`config.mk`:
```
export PLATFORM = sky130hd
export DESIGN_NAME = restador_bcd_serie_flat
export DESIGN_NICKNAME = d
export VERILOG_FILES = /design/src/rtl/restador_bcd_serie_pkg.sv /design/src/rtl/restador_bcd_serie_if.sv /design/src/rtl/restador_bcd_serie_digit.sv /design/src/rtl/restador_bcd_serie.sv /design/src/flat_wrapper.sv
export SDC_FILE = /design/constraint.sdc
export NUM_CORES = 1
export LEC_CHECK = 0
export CAP_MARGIN = 20
export CORE_ASPECT_RATIO = 1.75
export CORE_MARGIN = 3
export CORE_UTILIZATION = 46
export CTS_BUF_LIST = sky130_fd_sc_hd__clkbuf_16
export CTS_CLUSTER_DIAMETER = 50
export DETAILED_ROUTE_END_ITERATION = 10
export DONT_BUFFER_PORTS = 1
export SLEW_MARGIN = 10
export SYNTH_ARGS = -nofsm -noshare
export SYNTH_HDL_FRONTEND = slang
export SYNTH_SLANG_ARGS = --single-unit
```
`constraint.sdc`:
```
create_clock -name clk -period 4 [get_ports clk]
set_input_delay 0.2 -clock clk [delete_from_list [all_inputs] [get_ports clk]]
set_output_delay 0.2 -clock clk [all_outputs]
set_load 0.005 [all_outputs]
```
`src/rtl/restador_bcd_serie_pkg.sv`:
```
// Shared constants, FSM state type and BCD helpers for the digit-serial
// BCD subtractor restador_bcd_serie.
package restador_bcd_pkg;

  localparam int DIGIT_W  = 4;
  localparam int BCD_BASE = 10;
  localparam int BCD_MAX  = 9;

  typedef enum logic [1:0] {
    ST_IDLE,
    ST_SUB,
    ST_NEG,
    ST_DONE
  } state_e;

  // True when a nibble holds a legal decimal digit.
  function automatic logic digit_is_bcd(input logic [DIGIT_W-1:0] d);
    return (int'(d) <= BCD_MAX);
  endfunction

endpackage

```
`src/rtl/restador_bcd_serie_if.sv`:
```
// Operand/result handshake bundle for restador_bcd_serie.
// slave  : the subtractor (accepts operands, offers results).
// master : the surrounding logic (offers operands, consumes results).
interface restador_bcd_serie_if #(
  parameter int NDIG = 4
);
  localparam int W = 4 * NDIG;

  logic         in_valid;
  logic         in_ready;
  logic [W-1:0] a_i;
  logic [W-1:0] b_i;
  logic         out_valid;
  logic         out_ready;
  logic [W-1:0] z_o;
  logic         neg_o;
  logic         err_o;

  modport slave (
    input  in_valid, a_i, b_i, out_ready,
    output in_ready, out_valid, z_o, neg_o, err_o
  );

  modport master (
    output in_valid, a_i, b_i, out_ready,
    input  in_ready, out_valid, z_o, neg_o, err_o
  );
endinterface

```
`src/rtl/restador_bcd_serie_digit.sv`:
```
// One-digit decimal subtractor with borrow: d = a - b - bin, corrected by
// +10 when the raw difference goes negative. Purely combinational; used for
// both the magnitude pass (a - b) and the ten's-complement pass (0 - d).
module bcd_digit_resta
  import restador_bcd_pkg::*;
(
  input  logic [DIGIT_W-1:0] a,
  input  logic [DIGIT_W-1:0] b,
  input  logic               bin,
  output logic [DIGIT_W-1:0] d,
  output logic               bout
);

  // 5-bit two's complement covers the full -16..15 range of nibble inputs.
  logic [DIGIT_W:0] t;

  // Raw difference, sign becomes the borrow out, negative values wrap by +10.
  always_comb begin
    t    = {1'b0, a} - {1'b0, b} - {{DIGIT_W{1'b0}}, bin};
    bout = t[DIGIT_W];
    d    = bout ? (t[DIGIT_W-1:0] + DIGIT_W'(BCD_BASE)) : t[DIGIT_W-1:0];
  end

endmodule

```
`src/rtl/restador_bcd_serie.sv`:
```
// Digit-serial multi-digit BCD subtractor: Z = |A - B| with sign flag,
// one digit per clock, LS digit first. A negative raw result is turned
// into sign+magnitude by a second ten's-complement pass over the result.
// Optional build macro: BCD_CHECK_EN -- flag non-BCD operand digits on
// err_o and force a zero result for that operation.
module restador_bcd_serie
  import restador_bcd_pkg::*;
#(
  parameter int NDIG = 4
) (
  input  logic                 clk,
  input  logic                 rst_n,
  restador_bcd_serie_if.slave  bus
);

  localparam int W     = DIGIT_W * NDIG;
  localparam int CNT_W = (NDIG > 1) ? $clog2(NDIG) : 1;
  localparam logic [CNT_W-1:0] CNT_LAST = CNT_W'(NDIG - 1);

  state_e           state_q, state_d;
  logic [CNT_W-1:0] cnt_q, cnt_d;
  logic             borrow_q, borrow_d;
  logic [W-1:0]     a_sh_q, a_sh_d;
  logic [W-1:0]     b_sh_q, b_sh_d;
  logic [W-1:0]     res_q, res_d;
  logic [W-1:0]     z_q, z_d;
  logic             neg_q, neg_d;
  logic             in_ready_q, in_ready_d;
  logic             out_valid_q, out_valid_d;
`ifdef BCD_CHECK_EN
  logic             err_q, err_d;
  logic             bad_digit;
`endif

  logic [DIGIT_W-1:0] dig_a, dig_b, dig_d;
  logic               dig_bout;

  bcd_digit_resta u_digit (
    .a    (dig_a),
    .b    (dig_b),
    .bin  (borrow_q),
    .d    (dig_d),
    .bout (dig_bout)
  );

`ifdef BCD_CHECK_EN
  // Scan every operand nibble for a value above 9.
  always_comb begin
    bad_digit = 1'b0;
    for (int i = 0; i < NDIG; i++) begin
      if (!digit_is_bcd(bus.a_i[i*DIGIT_W +: DIGIT_W]) ||
          !digit_is_bcd(bus.b_i[i*DIGIT_W +: DIGIT_W]))
        bad_digit = 1'b1;
    end
  end
`endif

  // Next-state, datapath steering and registered-output values.
  always_comb begin
    // NOTE: every signal gets a default before the case so no path leaves
    // it unassigned; otherwise synthesis would infer a latch.
    state_d  = state_q;
    cnt_d    = cnt_q;
    borrow_d = borrow_q;
    a_sh_d   = a_sh_q;
    b_sh_d   = b_sh_q;
    res_d    = res_q;
    z_d      = z_q;
    neg_d    = neg_q;
    dig_a    = '0;
    dig_b    = '0;
`ifdef BCD_CHECK_EN
    err_d    = err_q;
`endif

    case (state_q)
      ST_IDLE: begin
        if (bus.in_valid && in_ready_q) begin
          a_sh_d   = bus.a_i;
          b_sh_d   = bus.b_i;
          borrow_d = 1'b0;
          cnt_d    = '0;
          state_d  = ST_SUB;
`ifdef BCD_CHECK_EN
          err_d    = bad_digit;
`endif
        end
      end

      ST_SUB: begin
        dig_a    = a_sh_q[DIGIT_W-1:0];
        dig_b    = b_sh_q[DIGIT_W-1:0];
        a_sh_d   = a_sh_q >> DIGIT_W;
        b_sh_d   = b_sh_q >> DIGIT_W;
        res_d    = (res_q >> DIGIT_W) | (W'(dig_d) << (W - DIGIT_W));
        borrow_d = dig_bout;
        cnt_d    = cnt_q + 1'b1;
        if (cnt_q == CNT_LAST) begin
          cnt_d = '0;
          if (dig_bout) begin
            // A < B: re-run over the result as 0 - result.
            borrow_d = 1'b0;
            state_d  = ST_NEG;
          end else begin
            z_d     = res_d;
            neg_d   = 1'b0;
            state_d = ST_DONE;
          end
        end
      end

      ST_NEG: begin
        dig_a    = '0;
        dig_b    = res_q[DIGIT_W-1:0];
        res_d    = (res_q >> DIGIT_W) | (W'(dig_d) << (W - DIGIT_W));
        borrow_d = dig_bout;
        cnt_d    = cnt_q + 1'b1;
        if (cnt_q == CNT_LAST) begin
          // Borrow out of the complement pass carries no information.
          cnt_d    = '0;
          borrow_d = 1'b0;
          z_d      = res_d;
          neg_d    = 1'b1;
          state_d  = ST_DONE;
        end
      end

      ST_DONE: begin
        if (bus.out_ready) state_d = ST_IDLE;
      end

      default: state_d = ST_IDLE;
    endcase

`ifdef BCD_CHECK_EN
    // Invalid operands still take the normal number of cycles, but the
    // presented result is blanked.
    if (err_q && (state_q != ST_DONE) && (state_d == ST_DONE)) begin
      z_d   = '0;
      neg_d = 1'b0;
    end
`endif

    in_ready_d  = (state_d == ST_IDLE);
    out_valid_d = (state_d == ST_DONE);
  end

  // State, datapath and output registers; reset aborts any operation.
  always_ff @(posedge clk or negedge rst_n) begin
    if (!rst_n) begin
      state_q     <= ST_IDLE;
      cnt_q       <= '0;
      borrow_q    <= 1'b0;
      a_sh_q      <= '0;
      b_sh_q      <= '0;
      res_q       <= '0;
      z_q         <= '0;
      neg_q       <= 1'b0;
      in_ready_q  <= 1'b1;
      out_valid_q <= 1'b0;
`ifdef BCD_CHECK_EN
      err_q       <= 1'b0;
`endif
    end else begin
      // NOTE: non-blocking assignments so every flop samples the values
      // from before this edge, independent of statement order.
      state_q     <= state_d;
      cnt_q       <= cnt_d;
      borrow_q    <= borrow_d;
      a_sh_q      <= a_sh_d;
      b_sh_q      <= b_sh_d;
      res_q       <= res_d;
      z_q         <= z_d;
      neg_q       <= neg_d;
      in_ready_q  <= in_ready_d;
      out_valid_q <= out_valid_d;
`ifdef BCD_CHECK_EN
      err_q       <= err_d;
`endif
    end
  end

  assign bus.in_ready  = in_ready_q;
  assign bus.out_valid = out_valid_q;
  assign bus.z_o       = z_q;
  assign bus.neg_o     = neg_q;
`ifdef BCD_CHECK_EN
  assign bus.err_o     = err_q;
`else
  assign bus.err_o     = 1'b0;
`endif

endmodule

```
`src/flat_wrapper.sv`:
```
// flat-port wrapper written by rule: the top's interface ports become plain ports
module restador_bcd_serie_flat import restador_bcd_pkg::*;
#(
  parameter int NDIG = 4
)
  (clk, rst_n, bus_in_valid, bus_a_i, bus_b_i, bus_out_ready, bus_in_ready, bus_out_valid, bus_z_o, bus_neg_o, bus_err_o);
  restador_bcd_serie_if #(.NDIG(NDIG)) bus_i ();
  input  logic clk;
  input  logic rst_n;
  input wire logic [$bits(bus_i.in_valid)-1:0] bus_in_valid;
  input wire logic [$bits(bus_i.a_i)-1:0] bus_a_i;
  input wire logic [$bits(bus_i.b_i)-1:0] bus_b_i;
  input wire logic [$bits(bus_i.out_ready)-1:0] bus_out_ready;
  output wire logic [$bits(bus_i.in_ready)-1:0] bus_in_ready;
  output wire logic [$bits(bus_i.out_valid)-1:0] bus_out_valid;
  output wire logic [$bits(bus_i.z_o)-1:0] bus_z_o;
  output wire logic [$bits(bus_i.neg_o)-1:0] bus_neg_o;
  output wire logic [$bits(bus_i.err_o)-1:0] bus_err_o;
  assign bus_i.in_valid = bus_in_valid;
  assign bus_i.a_i = bus_a_i;
  assign bus_i.b_i = bus_b_i;
  assign bus_i.out_ready = bus_out_ready;
  assign bus_in_ready = bus_i.in_ready;
  assign bus_out_valid = bus_i.out_valid;
  assign bus_z_o = bus_i.z_o;
  assign bus_neg_o = bus_i.neg_o;
  assign bus_err_o = bus_i.err_o;
  restador_bcd_serie #(.NDIG(NDIG)) u_core (.clk(clk), .rst_n(rst_n), .bus(bus_i));
endmodule
```
==> results.txt <==
----------------------------------------------------
[Drt]
  TritonRoute pass-1 iters ... 4
  Detailed-route vias per instance ... around 5.4
  Wire per inst ... 16.3 um
  # DRC ... 0
  WL final ... 6.35 mm
  Total vias in the final route ... 2119
  DRT antenna net count ... 0
  Drt initial violations ... 57

[Global routing]
  First-pass GRT wire length ... between 10 and 15 mm
  Aggregate global-route resource usage ... 0.161
  Pin count of the biggest net entering global routing ... 73
  Antenna violations before repair ... 0
  Grt ovf ... 0
  Vias in the first global route ... ~2200

[Power and ir drop]
  Power share of the combinational group ... 0.435
  Power consumption ... 3430 uW
  Standby leakage power ... 0.00183 uW
  Sequential fraction of design power ... 0.370
  Internal power component ... between 2000 and 2500 uW
  Switching power ... between 1000 and 1500 uW
  Worst vdd ir ... roughly 0.35 mV
  Power Density ... between 800 and 900 nW/um^2
  Proportion of power drawn by the clock network ... 0.195
  Switching part of the total power ... 0.358

[Cells and area]
  Area of all sequential standard cells ... approximately 1800 um^2
  Most common cell after layout, fill and taps aside ... sky130_fd_sc_hd__dfrtp_1
  Diode insertion count for antenna repair ... 0
  Layout cells sized above 1 ... 0.168
  Layout fillers ... about 640
  Final Net Count ... 350
  P&R area growth vs syn ... 11.4%
  Area taken by multi-input logic gates ... ~1500 um^2
  Highest-count cells in the layout ignoring fill and taps ... sky130_fd_sc_hd__dfrtp_1 (71), sky130_fd_sc_hd__nand2_1 (34), sky130_fd_sc_hd__o21ai_0 (28)
  Final cell count without fillers ... about 400

[Logic synthesis]
  Post-synthesis sequential element count ... 72
  Register area share after synthesis ... 0.517
  Count of yosys warnings during synthesis ... 0
  Post-Synthesis Cells ... slightly below 300
  Post-synthesis async set-or-reset flop share ... 1.00
  Ys flop type ... sky130_fd_sc_hd__dfrtp_1
  Post-synth net total ... ~340
  Count of flip-flops with a built-in enable after synthesis ... 0
  Number of distinct library cell variants in the gate-level netlist after synthesis ... 45
  Post-Syn Area ... 3490 um^2
  Post-Syn Area per Cell ... around 12 um^2

[Floorplanning]
  Die outline height ... about 120 um
  Initial Util ... 0.479
  Number of placement rows ... 41
  Die Area ... 8700 um^2
  Core area ... approximately 7300 um^2
  Number of I/O pins ... 56
  Horizontal extent of the die ... 71.8 um

[Clock tree]
  Number of CTS-inserted buffers ... 9
  Clock transition at the register clock pins on the worst setup and hold paths after CTS ... around 50 ps
  Number of gates resized after CTS ... 0
  CTS sink count ... 72
  Root Buffer ... sky130_fd_sc_hd__clkbuf_16
  # H-tree levels ... 3
  TritonCTS clock tree ... yes
  Number of buffers on the longest clock path ... 2
  Clk Latency, worst-skew pair ... between 300 and 400 ps

[Critical path]
  CP Max Fanout ... 16
  Critical Path End Type ... flop
  Critical Path Source ... u_core.state_q[0]
  Critical Path RT ... approximately 4200 ps
  Reg-to-reg startpoint ... u_core.state_q[0]
  Type of the worst setup path ... flop to flop
  Critical path launch point type ... flop
  Critical path arrival ... around 3800 ps

[STA]
  Sum of negative setup slack ... 0 ps
  Slew margin rel. ... 0.306
  Top achievable clock speed ... about 0.28 GHz
  RSZ-0062 raised after global routing ... no
  Post-route minimum period ... roughly 3600 ps
  Worst-Margin Slew ... around 1000 ps
  Setup-failing EPs final ... 0
  Count of final hold-check violations ... 0
  Final hold slack ... roughly 72 ps
  Final Max Slew Viols ... 0
  Clock tree skew after final layout ... approximately 2.7 ps
  Fraction of the cycle the final worst path needs ... 0.906

[Placement]
  HPWL Detailed ... roughly 4.4 mm
  Final weighted congestion of routability-driven global placement ... approximately 0.76
  Placed cell count ... between 300 and 400
  Port Buf Inserts ... 0

[Outcome]
  Status ... complete, no violations

[Run]
  Max-cap viol count ... 0

[Hold path]
  Hold Crit Class ... input pin to flop
  Min-Delay Startpoint ... bus_b_i[5]

----------------------------------------------------
==> Yosys cell counts (all sizes together), types with 4 or more instances <==
cell    instances  area (um^2)
nor2            4         15.0
ha             13          163
dfrtp          71         1780
nand2          34          128
o21ai          28          140
nor2b           4         25.0
mux2i          27          270
inv            13         48.8
a22o           11         97.6
a22oi           4         30.0
buf            10         77.6
clkbuf          6         22.5
mux2           31          379
==> kinds of logic after synthesis <==
family | Yosys count | synth area share
AO/OA/AOI/OAI | 62 | 0.121
XOR/XNOR | 2 | 0.00503
adder cells (fa/ha/maj) | 15 | 0.0581
buffers and inverters | 29 | 0.0427
flip-flops | 72 | 0.517
multiplexers | 58 | 0.186
other | 1 | 0.00108
AND/OR/NAND/NOR | 52 | 0.0682
==> power by group through the flow <==
stage / Sequential (uW) / Clock [uW] / Combinational [uW]
final: 1270 / 669 / 1490
after global routing: 1320 / 713 / 1680
after CTS: 1280 / 691 / 1520
after detailed placement: 1290 / 0 / 1490
after global placement: 1280 / 0 / 1450
after floorplan: 1210 / 0 / 1310
==> per-layer routing <==
| layer | up-vias | GRT usage | routed length [um] |
|---|---|---|---|
| li1 | 1040 | - | - |
| met1 | 1024 | 0.189 | 2660 |
| met2 | 44 | 0.261 | 3290 |
| met3 | 11 | 0.0580 | 275 |
| met4 | 0 | 0.0741 | 133 |
| met5 | - | 0 | 0 |
==> sequential cells by signal, indices dropped and copies added, names as in the netlist <==
| signal | count |
|---|---|
| u_core.bus.z_o | 16 |
| u_core.cnt_q | 2 |
| u_core.res_q | 16 |
| u_core.bus.in_ready | 1 |
| u_core.bus.neg_o | 1 |
| u_core.b_sh_q | 16 |
| u_core.state_q | 2 |
| u_core.borrow_q | 1 |
| u_core.bus.out_valid | 1 |
| u_core.a_sh_q | 16 |
==> what timing repair did <==
action,CTS,global route
setup buffers,0,0
hold buffers,10,0
endpoints found under the hold margin,80,0
==> worst paths after layout <==
| check | slack, ps | cells after the start | endpoint |
|---|---|---|---|
| worst max-delay path | 380 | 11 | u_core.bus.z_o[14] |
| worst min-delay path | 70 | 2 | u_core.b_sh_q[5] |
| worst max register to register | 380 | 11 | u_core.bus.z_o[14] |
| worst min register to register | 480 | 2 | u_core.a_sh_q[9] |
| max in group asynchronous | 3230 | 2 | u_core.bus.in_ready |
| min in group asynchronous | 400 | 2 | u_core.bus.z_o[4] |
==> layout make-up <==
type,count,area share
clock inverter,6,0.00580
clock buffer,9,0.0580
multi-input combinational,190,0.396
sequential,72,0.464
timing repair buffer,13,0.0361
tap,86,0.0277
inverter,13,0.0126
==> critical path, stage by stage, from the launching register on <==
cell and delay (ps):
sky130_fd_sc_hd__dfrtp_1 460, sky130_fd_sc_hd__inv_1 140, sky130_fd_sc_hd__ha_1 330, sky130_fd_sc_hd__a22oi_1 200, sky130_fd_sc_hd__nor2b_1 80, sky130_fd_sc_hd__fa_1 440
sky130_fd_sc_hd__fa_1 470, sky130_fd_sc_hd__a21bo_2 270, sky130_fd_sc_hd__a221oi_1 340, sky130_fd_sc_hd__a211o_1 150, sky130_fd_sc_hd__buf_4 260, sky130_fd_sc_hd__mux2_2 360
==> through the flow <==
stage / setup WS [ps] / area (um^2) / util
4_1_cts: 345 / 3880 / 0.533
6_report: 377 / 3880 / 0.533
3_3_place_gp: 476 / 3520 / 0.483
2_1_floorplan: 497 / 3490 / -
3_5_place_dp: 354 / 3520 / 0.483
5_1_grt: 156 / 3880 / 0.533
Power figures use the tool's default switching activity.
